$ cat config.mk
export PLATFORM = sky130hd
export DESIGN_NAME = dram_uart_transmitter
export DESIGN_NICKNAME = d
export VERILOG_FILES = /design/src/rtl/dram_uart_transmitter.sv
export SDC_FILE = /design/constraint.sdc
export NUM_CORES = 1
export LEC_CHECK = 0
export ABC_CLOCK_PERIOD_IN_PS = 6500
export CORE_ASPECT_RATIO = 1.75
export CORE_MARGIN = 2
export CORE_UTILIZATION = 60
export CTS_BUF_LIST = sky130_fd_sc_hd__clkbuf_2 sky130_fd_sc_hd__clkbuf_4 sky130_fd_sc_hd__clkbuf_8
export DETAILED_ROUTE_END_ITERATION = 8
export GPL_TIMING_DRIVEN = 0
export HOLD_SLACK_MARGIN = 0.1
export PLACE_DENSITY = 0.86
export SETUP_SLACK_MARGIN = 0.4
export SLEW_MARGIN = 20
export SYNTH_ARGS = -nofsm -noshare
export SYNTH_HDL_FRONTEND = slang
export SYNTH_SLANG_ARGS = --single-unit
$ cat constraint.sdc
create_clock -name clock -period 6.5 [get_ports clock]
set_clock_uncertainty 0.05 [all_clocks]
set_input_delay 1.625 -clock clock [delete_from_list [all_inputs] [get_ports clock]]
set_output_delay 1.625 -clock clock [all_outputs]
set_load 0.005 [all_outputs]
$ cat src/rtl/dram_uart_transmitter.sv
// Streams IMG_BYTES bytes from data memory (starting at BASE_ADDR) out of an 8N1 UART TX line.
// The memory port is driven only while a run is in progress; the top-level mux keys off tx_busy.
module dram_uart_transmitter #(
    parameter int unsigned CLKS_PER_BIT = 434,
    parameter int          ADDR_WIDTH   = 20,
    parameter logic [ADDR_WIDTH-1:0] BASE_ADDR = '0,
    parameter int unsigned IMG_BYTES    = 16384,
    parameter int unsigned READ_LATENCY = 2
) (
    input  logic                  clock,
    input  logic                  reset,
    input  logic                  begin_transmit,
    input  logic [7:0]            dm_q,
    output logic [ADDR_WIDTH-1:0] dm_addr,
    output logic                  dm_r,
    output logic                  tx,
    output logic                  tx_busy,
    output logic                  end_transmit,
    output logic [ADDR_WIDTH-1:0] tx_byte_count
);

    localparam int unsigned CNT_MAX = (CLKS_PER_BIT > READ_LATENCY) ? CLKS_PER_BIT : READ_LATENCY + 1;
    localparam int          CW      = $clog2(CNT_MAX + 1);
    localparam logic [CW-1:0] BIT_END   = CW'(CLKS_PER_BIT - 1);
    localparam logic [CW-1:0] FETCH_END = CW'(READ_LATENCY - 1);
    localparam logic [CW-1:0] CAPTURE   = CW'(READ_LATENCY);
    localparam logic [ADDR_WIDTH-1:0] IMG_LAST = ADDR_WIDTH'(IMG_BYTES);

    typedef enum logic [2:0] {IDLE, FETCH, START, DATA, STOP, DONE} state_t;

    state_t                  state_q;
    logic [CW-1:0]           cnt_q;
    logic [2:0]              bit_q;
    logic [7:0]              shift_q;
    logic                    tx_q;
    logic                    busy_q;
    logic                    end_q;
    logic                    rd_q;
    logic [ADDR_WIDTH-1:0]   addr_q;
    logic [ADDR_WIDTH-1:0]   count_q;
    logic [ADDR_WIDTH-1:0]   count_d;
    logic                    bit_end;

    assign bit_end = (cnt_q == BIT_END);
    assign count_d = count_q + ADDR_WIDTH'(1);

    always_ff @(posedge clock) begin
        if (reset) begin
            state_q <= IDLE;
            cnt_q   <= '0;
            bit_q   <= '0;
            shift_q <= '0;
            tx_q    <= 1'b1;
            busy_q  <= 1'b0;
            end_q   <= 1'b0;
            rd_q    <= 1'b0;
            addr_q  <= BASE_ADDR;
            count_q <= '0;
        end else begin
            case (state_q)
                IDLE: begin
                    tx_q <= 1'b1;
                    if (begin_transmit && !end_q) begin
                        state_q <= FETCH;
                        busy_q  <= 1'b1;
                        addr_q  <= BASE_ADDR;
                        count_q <= '0;
                        rd_q    <= 1'b1;
                        cnt_q   <= '0;
                    end
                end
                // dm_r is held READ_LATENCY cycles, then one extra cycle samples dm_q.
                FETCH: begin
                    cnt_q <= cnt_q + CW'(1);
                    if (cnt_q == FETCH_END) begin
                        rd_q <= 1'b0;
                    end
                    if (cnt_q == CAPTURE) begin
                        shift_q <= dm_q;
                        tx_q    <= 1'b0;
                        cnt_q   <= '0;
                        state_q <= START;
                    end
                end
                START: begin
                    if (bit_end) begin
                        cnt_q   <= '0;
                        bit_q   <= '0;
                        tx_q    <= shift_q[0];
                        shift_q <= shift_q >> 1;
                        state_q <= DATA;
                    end else begin
                        cnt_q <= cnt_q + CW'(1);
                    end
                end
                DATA: begin
                    if (bit_end) begin
                        cnt_q <= '0;
                        if (bit_q == 3'd7) begin
                            tx_q    <= 1'b1;
                            state_q <= STOP;
                        end else begin
                            tx_q    <= shift_q[0];
                            shift_q <= shift_q >> 1;
                            bit_q   <= bit_q + 3'd1;
                        end
                    end else begin
                        cnt_q <= cnt_q + CW'(1);
                    end
                end
                STOP: begin
                    if (bit_end) begin
                        cnt_q   <= '0;
                        count_q <= count_d;
                        if (count_d == IMG_LAST) begin
                            busy_q  <= 1'b0;
                            end_q   <= 1'b1;
                            state_q <= DONE;
                        end else begin
                            addr_q  <= addr_q + ADDR_WIDTH'(1);
                            rd_q    <= 1'b1;
                            state_q <= FETCH;
                        end
                    end else begin
                        cnt_q <= cnt_q + CW'(1);
                    end
                end
                // Hold completion until the request level drops, so a held request cannot re-trigger.
                DONE: begin
                    tx_q <= 1'b1;
                    if (!begin_transmit) begin
                        end_q   <= 1'b0;
                        state_q <= IDLE;
                    end
                end
                default: state_q <= IDLE;
            endcase
        end
    end

    assign dm_addr       = addr_q;
    assign dm_r          = rd_q;
    assign tx            = tx_q;
    assign tx_busy       = busy_q;
    assign end_transmit  = end_q;
    assign tx_byte_count = count_q;

endmodule

== Yosys cells after proc, flatten, opt, wreduce, memory -nomap -nowiden ==
Index checks and enable logic that the tools add are counted.
Widths: inputs -> output; s select.

* Flip-flop bits (word level): 67

* Mux-type cells: 45
* Equal/unequal tests: 21
* Reductions and logical operators: 22
* Add/sub/neg operators: 4

{| class="wikitable"
|+ Operator list
! kind !! count
|-
| $mux 20 || 4
|-
| $pmux 20 s2 || 2
|-
| $add 20x1->20 const B || 2
|-
| $mux 3 || 11
|-
| $mux 8 || 4
|-
| $mux 9 || 3
|-
| $pmux 9 s3 || 1
|-
| $pmux 8 s3 || 1
|-
| $ne 2x2->1 const B || 11
|-
| $eq 20x15->1 const B || 1
|-
| $reduce_and 4->1 || 5
|-
| $pmux 3 s6 || 1
|-
| $mux 1 || 13
|-
| $reduce_and 5->1 || 2
|-
| $add 9x1->9 const B || 1
|-
| $eq 3x3->1 const B || 3
|-
| $eq 9x1->1 const B || 1
|-
| $eq 9x2->1 const B || 1
|-
| $eq 9x9->1 const B || 1
|-
| $reduce_bool 3->1 || 3
|-
| $reduce_and 7->1 || 1
|-
| $eq 3x2->1 const B || 2
|-
| $pmux 3 s2 || 1
|-
| $reduce_bool 2->1 || 3
|-
| other kinds (13) || 14
|}

== Longest topological paths before layout ==
Gate-level depths: netlist (run 1).

* Depth in word-level cells: 5
* Mapped depth: 11
* Depth with buffers taken out: 9

== Least setup slack after synthesis (run 1) ==
Ideal clock, no wire load.

* Kind: reg2reg
* From: register count_q[0] (netlist: tx_byte_count[0])
* To: register addr_q[19] (netlist: dm_addr[19])
* Buffers on the path: 2
* Library setup time: 0.131 ns
* Stages on the path, launching flop included: 11
* Arrival time: 2.857 ns
* Slack: 3.462 ns
* Data required time: 6.319 ns
* Cell sequence: dfxtp_1 > ha_1 > and3_2 > nand4_4 > o31a_1 > or4_1 > or4_1 > buf_6 > buf_12 > nand3_2 > a21oi_2

* Word-level cells in the longest chain between the ends: 4

{| class="wikitable"
|+ RTL lines
! item !! line !! source
|-
| from (decl) || 40 || <nowiki>logic [ADDR_WIDTH-1:0] count_q;</nowiki>
|-
| from (signal assigned) || 114 || <nowiki>count_q <= count_d;</nowiki>
|-
| $add 20x1->20 || 45 || <nowiki>assign count_d = count_q + ADDR_WIDTH'(1);</nowiki>
|-
| $eq 20x15->1 || 115 || <nowiki>if (count_d == IMG_LAST) begin</nowiki>
|-
| $ne 2x2->1 (no source line) || n/a ||
|-
| $reduce_and 4->1 (no source line) || n/a ||
|-
| to (signal assigned) || 120 || <nowiki>addr_q <= addr_q + ADDR_WIDTH'(1);</nowiki>
|-
| to (decl) || 39 || <nowiki>logic [ADDR_WIDTH-1:0] addr_q;</nowiki>
|}

Every way passes these cells.
A chain may end at the register's enable or synchronous reset.

== Final worst setup path (run 1) ==
* From: input port begin_transmit
* To: register count_q[7] (netlist: tx_byte_count[7])

* Word-level cells in the longest chain between the ends: 3

{| class="wikitable"
|+ RTL lines
! item !! line !! source
|-
| from (decl) || 12 || <nowiki>input logic begin_transmit,</nowiki>
|-
| $logic_and 1x1->1 || 63 || <nowiki>if (begin_transmit && !end_q) begin</nowiki>
|-
| $ne 2x2->1 (no source line) || n/a ||
|-
| $reduce_and 3->1 (no source line) || n/a ||
|}

Every way passes these cells.

==> metrics.md, run 1 <==
| Metric | Value |
|---|---|
| GRT Overall Usage | `between 30% and 40%` |
| CTS H-Tree Depth | `3` |
| # IOs | `55` |
| Setup crit end kind | `flop` |
| Yosys warnings | `0` |
| Sink Count | `67` |
| Starting density of the core | `around three fifths` |
| Antenna-violating nets left | `0` |
| Most numerous cell in the Yosys netlist | `dfxtp_1` |
| Die Y | `115 um` |
| Startpoint Class | `input port` |
| Routed met2 length | `~6.3 mm` |
| DIE AREA | `between 7000 and 8000 um2` |
| Ant. Diodes | `0` |
| Width of the die | `between 60 and 70 um` |
| LEAKAGE | `approximately 1.7 nW` |
| TritonCTS buffer count | `9` |
| Hold Violations, Final | `0` |
| R2r endpoint | `end_transmit` |
| Met3 wire len | `approximately 650 um` |
| Hold-fix buffers, CTS | `0` |
| Max Cap Viol | `0` |
| Vias/cell | `roughly 6.4` |
| Slew HR | `41.6%` |
| HP Class | `flop to flop` |
| CORE AREA | `around 7000 um2` |
| Overflow after GRT | `0` |
| Synth Instances | `540` |
| CP arrival | `between 4000 and 5000 ps` |
| Port Buf Inserts | `53` |
| Seq/Total Area, Yosys | `31.9%` |
| Nets | `roughly 620` |
| WS Path Type | `input port to flop` |
| Post-route DRC violation count | `0` |
| Outcome | `finished clean` |
| # setup viols final | `0` |
| Post-Layout Cell Count | `just under 700` |
| P per Cell Area | `roughly 240 nW/um2` |
| Via count | `between 4000 and 5000` |
| Rows | `40` |
| Largest fanout on the critical path | `10` |
| Synth Flop Type | `dfxtp_1` |
| Worst Setup EP | `tx_byte_count[7]` |
| Reg2reg start | `tx_byte_count[0]` |
| Hold WS | `416 ps` |
| Post-CTS sizing | `0` |
| Unique masters post-synth | `67` |
| Commonest cells post-synth | `dfxtp_1 (67), nand2_1 (57), a21oi_1 (56)` |
| Worst skew pair latency | `between 300 and 400 ps` |
| Pin count of the biggest net entering global routing | `12` |
| VDD IR max | `about 0.00022 V` |
| Tcrit/Tclk final | `roughly three fifths` |
| CTS root buf | `clkbuf_8` |
| First-pass GRT wire length | `between 15 and 20 mm` |
| Dominant cells by area after synthesis | `dfxtp_1 (32%), a21oi_1 (6.7%), o21ai_0 (5.4%), nand2_1 (5.1%), nor2_1 (4.3%)` |
| CTS tree | `done` |
| Async SR Flop Fraction | `0%` |
| Average wire per standard cell | `between 15 and 20 um` |
| Fin area | `5070 um2` |
| Setup WS post-layout | `2560 ps` |
| Metal-1 WL | `between 4 and 5 mm` |
| Final min period | `slightly below 4000 ps` |
| CTS max path bufs | `2` |
| Highest metal used | `met4` |
| Worst setup path start | `begin_transmit` |
| WL final | `12.0 mm` |
| Cell Area, Placed | `approximately 4800 um2` |
| Placed cell count | `~680` |
| CTS clk-pin slew, worst paths | `~70 ps` |
| Synth top area share | `about a third` |
| Hold Startpoint | `bit_q[2]` |
| Total power | `1.23 mW` |
| FF-to-FF setup slack | `approximately 3100 ps` |
| GP Congestion | `0.969` |
| Vias in the first global route | `around 4200` |
| Cell taking the most area after synthesis | `dfxtp_1` |
| Post-Synthesis Net Count | `~560` |
| Pin slew with the least headroom to its limit | `between 800 and 900 ps` |
| Pre-CTS WS | `about 2300 ps` |
| 1st-iter DRT viols | `around 500` |
| Register bit total from synthesis | `67` |
| Postcts setup bufs | `0` |
| Pins Over Slew Limit | `0` |
| Crit path required time | `roughly 6700 ps` |
| Post-synth EDFFs | `0` |
| Post-Route Utilization | `74.6%` |
| Drt first pass iters | `7` |
| Peak Freq | `0.254 GHz` |
| Reg2reg path depth | `9` |
| Setup TNS | `0 ps` |
| Average cell area after synthesis | `approximately 7.8 um2` |
| HPWL Detailed | `roughly 8.7 mm` |
| Initial antenna violation count | `0` |
| Synthesized area | `around 4200 um2` |
| Syn-to-layout area delta | `20.8%` |
| Share of layout cells above drive strength 1 | `just over 10%` |
| RSZ-0062 raised after global routing | `false` |
[layout make-up]
class,instances,area [um2]
Clock buffer,12,159
Inverter,8,30.0
Tap cell,84,105
Fill cell,556,1730
Sequential cell,67,1340
Timing Repair Buffer,53,531
Clock inverter,4,72.6
Buffer,43,322
Multi-Input combinational cell,422,2510
[critical path, cell delays in order]
cell             delay (ps)
clkdlybuf4s50_1         540
nor3b_1                 380
a41oi_1                  90
nor2_1                  370
nand2_1                 230
clkbuf_1                330
nor2_1                  270
nor2_1                   80
a311oi_1                260
[state kept, by name, summed over array words and instances (netlist names)]
signal         cells
bit_q              3
cnt_q              9
dm_addr           20
dm_r               1
end_transmit       1
shift_q            8
state_q            3
tx                 1
tx_busy            1
tx_byte_count     20
[how the worst min path moves through the flow]
stage	end	slack [ps]	depth (start not counted)
after CTS	bit_q[2]	420	2
after detailed placement	bit_q[2]	410	2
after floorplan	bit_q[1]	390	2
after global placement	bit_q[2]	390	2
final	bit_q[2]	420	2
after global routing	dm_r	450	2
[report_power, final]
part           leakage, nW  switching, mW  internal (mW)
combinational         1.09          0.233          0.127
clock                0.116          0.169          0.241
sequential           0.542         0.0218          0.441
[cells by family (layout without fill, tap and decap cells)]
logic type      after synthesis  in the layout  synth area share [%]
xor+xnor                     10             10                  2.08
flops                        67             67                  31.9
fa+ha+maj                     8              8                  2.38
compound gates              158            158                  22.8
simple gates                237            237                  30.3
mux                           9              9                  2.14
buf+inv                      51            120                  8.37
[per-layer routing]
layer  vias to the layer above  track usage [%]
met4                         0             18.2
met5                         -                0
met2                       177             55.8
met3                        40             6.78
li1                       2131                -
met1                      2081             36.8
[cells in the final DEF (no fill, tap or decap), types with 4 or more instances in the layout]
| cell | n |
|---|---|
| buf_6 | 7 |
| or2_2 | 4 |
| nand3_2 | 9 |
| dfxtp_1 | 67 |
| clkdlybuf4s50_1 | 53 |
| or4_1 | 7 |
| and3_1 | 7 |
| a311oi_1 | 4 |
| clkbuf_1 | 20 |
| clkbuf_8 | 17 |
| and4_1 | 6 |
| nand3_1 | 23 |
| o31ai_1 | 7 |
| inv_1 | 7 |
| or3_1 | 10 |
| mux2i_1 | 9 |
| nor4_1 | 8 |
| a211oi_1 | 9 |
| a31oi_1 | 11 |
| a21oi_1 | 56 |
| xnor2_1 | 6 |
| nand2_1 | 57 |
| nor3_1 | 22 |
| nor2_1 | 48 |
| xor2_1 | 4 |
| o21ai_0 | 45 |
| nand4_1 | 13 |
| ha_1 | 8 |
| nor3b_1 | 6 |
Power figures use the tool's default switching activity.
==> run 2: changes to the inputs <==
--- a/config.mk
+++ b/config.mk
@@ -5,15 +5,15 @@
 export SDC_FILE = /design/constraint.sdc
 export NUM_CORES = 1
 export LEC_CHECK = 0
-export ABC_CLOCK_PERIOD_IN_PS = 6500
+export ABC_CLOCK_PERIOD_IN_PS = 4050
 export CORE_ASPECT_RATIO = 1.75
 export CORE_MARGIN = 2
-export CORE_UTILIZATION = 60
+export CORE_UTILIZATION = 58
 export CTS_BUF_LIST = sky130_fd_sc_hd__clkbuf_2 sky130_fd_sc_hd__clkbuf_4 sky130_fd_sc_hd__clkbuf_8
 export DETAILED_ROUTE_END_ITERATION = 8
 export GPL_TIMING_DRIVEN = 0
 export HOLD_SLACK_MARGIN = 0.1
-export PLACE_DENSITY = 0.86
+export PLACE_DENSITY = 0.83
 export SETUP_SLACK_MARGIN = 0.4
 export SLEW_MARGIN = 20
 export SYNTH_ARGS = -nofsm -noshare
==> constraint.sdc (replaced) <==
create_clock -name clock -period 4.05 [get_ports clock]
set_clock_uncertainty 0.05 [all_clocks]
set_input_delay 1.0125 -clock clock [delete_from_list [all_inputs] [get_ports clock]]
set_output_delay 1.0125 -clock clock [all_outputs]
set_load 0.005 [all_outputs]
==> run 2 against run 1 <==
Final cell count up 0.72%. Routed wire length up 1.7%. Cell area about the same. Clock power up 42%. Register-to-register slack worse by 2600 ps. Hold slack worse by 1.6 ps. Combinational power up 58%. Total power up 54%. Critical endpoint is now dm_addr[5]. Clock-buffer cell count unchanged. Core utilization down 3.4 points. Highest routed layer unchanged. Largest power group unchanged.
==> metrics.md, run 2 (same netlist as run 1, synthesis figures left out) <==
| Metric | Value |
|---|---|
| CTS max path bufs | `2` |
| Slowest stage delay, CP | `between 500 and 600 ps` |
| Tcrit/Tclk final | `~87%` |
| Width of the die | `about 68 um` |
| Overflow after GRT | `0` |
| Worst skew pair latency | `around 350 ps` |
| Outcome | `finished clean` |
| Die Y | `approximately 120 um` |
| Vias/cell | `around 6.4` |
| Post-Layout Cell Count | `698` |
| Rows | `just over 40` |
| HPWL Detailed | `between 8 and 9 mm` |
| LEAKAGE | `roughly 1.7 nW` |
| Hold Violations, Final | `0` |
| GRT Overall Usage | `about a third` |
| Met2 Use GR | `between 50% and 60%` |
| Cell Area, Placed | `~4800 um2` |
| WS Path Type | `flop to flop` |
| Pin count of the biggest net entering global routing | `12` |
| Sink Count | `between 60 and 70` |
| Average wire per standard cell | `roughly 17 um` |
| 1st-iter DRT viols | `approximately 440` |
| CTS root buf | `clkbuf_8` |
| WL final | `approximately 12 mm` |
| Setup TNS | `0 ps` |
| CTS tree | `done` |
| RSZ-0062 raised after global routing | `false` |
| Peak Freq | `0.284 GHz` |
| Antenna-violating nets left | `0` |
| Via count | `roughly 4500` |
| Port Buf Inserts | `53` |
| Setup crit end kind | `flop` |
| Drt first pass iters | `5` |
| VDD IR max | `roughly 0.00044 V` |
| Met3 Usage GRT | `4.62%` |
| Vias in the first global route | `4218` |
| Critical Path Most Common Cell | `or4_1` |
| Startpoint Class | `flop` |
| CTS H-Tree Depth | `3` |
| Pins Over Slew Limit | `0` |
| DIE AREA | `around 8000 um2` |
| P per Cell Area | `about 370 nW/um2` |
| Ant. Diodes | `0` |
| # setup viols final | `0` |
| Most common cell after layout, fill and taps aside | `dfxtp_1` |
| Most frequent cells in the layout | `dfxtp_1 (67), nand2_1 (57), a21oi_1 (56), clkdlybuf4s50_1 (53), nor2_1 (48)` |
| GP Congestion | `roughly 1` |
| CORE AREA | `7130 um2` |
| Starting density of the core | `between 50 and 60%` |
| Crit-path cells | `ha_1 > and3_2 > nand4_4 > o31a_1 > or4_1 > or4_1 > buf_6 > buf_12 > nand3_2 > a21oi_1` |
| Fin area | `about 5100 um2` |
| Share of layout cells above drive strength 1 | `10.8%` |
| TritonCTS buffer count | `9` |
| CP arrival | `roughly 3700 ps` |
| Syn-to-layout area delta | `20.7%` |
| # IOs | `55` |
| Hold WS | `415 ps` |
| Crit path required time | `around 4200 ps` |
| CTS clk-pin slew, worst paths | `roughly 70 ps` |
| Placed cell count | `between 600 and 700` |
| Slew HR | `between 40% and 50%` |
| First-pass GRT wire length | `between 15 and 20 mm` |
| Busiest layer in global routing | `met2` |
| Total power | `around 1.9 mW` |
| Nets | `626` |
| Post-route DRC violation count | `0` |
| Slowest CP cell | `or4_1` |
| Final min period | `3520 ps` |
| Max Cap Viol | `0` |
| HP Class | `flop to flop` |
| Post-CTS sizing | `0` |
| Largest fanout on the critical path | `10` |
| Initial antenna violation count | `0` |
| Routing usage on met1 | `a little over a third` |
| Pin slew with the least headroom to its limit | `850 ps` |
[run 2: cell count changes in the layout (fill, tap and decap cells not counted), sizes merged]
cell,previous run,this run
buf,12,15
clkinvlp,1,2
bufinv,2,1
[run 2: where the power goes]
part	internal [mW]	total [mW]	leakage, nW	switching, mW
registers	0.707	0.744	0.542	0.0366
clock network	0.314	0.581	0.0994	0.267
logic	0.203	0.569	1.10	0.366
[run 2: path summary, 6_finish.rpt]
kind,slack [ps],cells past startpoint,end,startpoint
worst max register to register,530,10,dm_addr[5],tx_byte_count[0]
worst max-delay path,530,10,dm_addr[5],tx_byte_count[0]
worst min register to register,410,2,bit_q[1],bit_q[1]
worst min-delay path,410,2,bit_q[1],bit_q[1]
[run 2: per-stage QoR]
stage	util (%)	worst slack, ps
5_1_grt	71.1	441
3_5_place_dp	67.9	431
2_1_floorplan	-	1010
6_report	71.1	531
4_1_cts	70.7	470
3_3_place_gp	67.9	411
[run 2: worst max-delay path: cells and delay by family (launching register included)]
family	cells	cell delay [ps]
and+or+nand+nor	5	1660
AOI/OAI and AO/OA	2	440
buffers and inverters	2	330
DFF	1	530
adders and majority gates	1	360
[run 2: per-layer routing]
metal / part of all wire (%) / routed length [um]
met5: 0 / 0
met4: 5.3 / 642
met3: 4.9 / 604
met2: 52 / 6300
met1: 38 / 4670
[run 2: repair_timing]
action,in CTS,in global routing
hold buffers,0,0
endpoints found under the setup margin,0,11
buffers inserted,0,3
[run 2: cell type report]
class                      count  area, um2
buffer                        43        322
clock buffer                  12        153
clock inverter                 4       50.0
fill                         599       2060
inverter                       8       30.0
multi-input combinational    422       2510
sequential                    67       1340
tap                           86        108
timing repair buffer          56        553
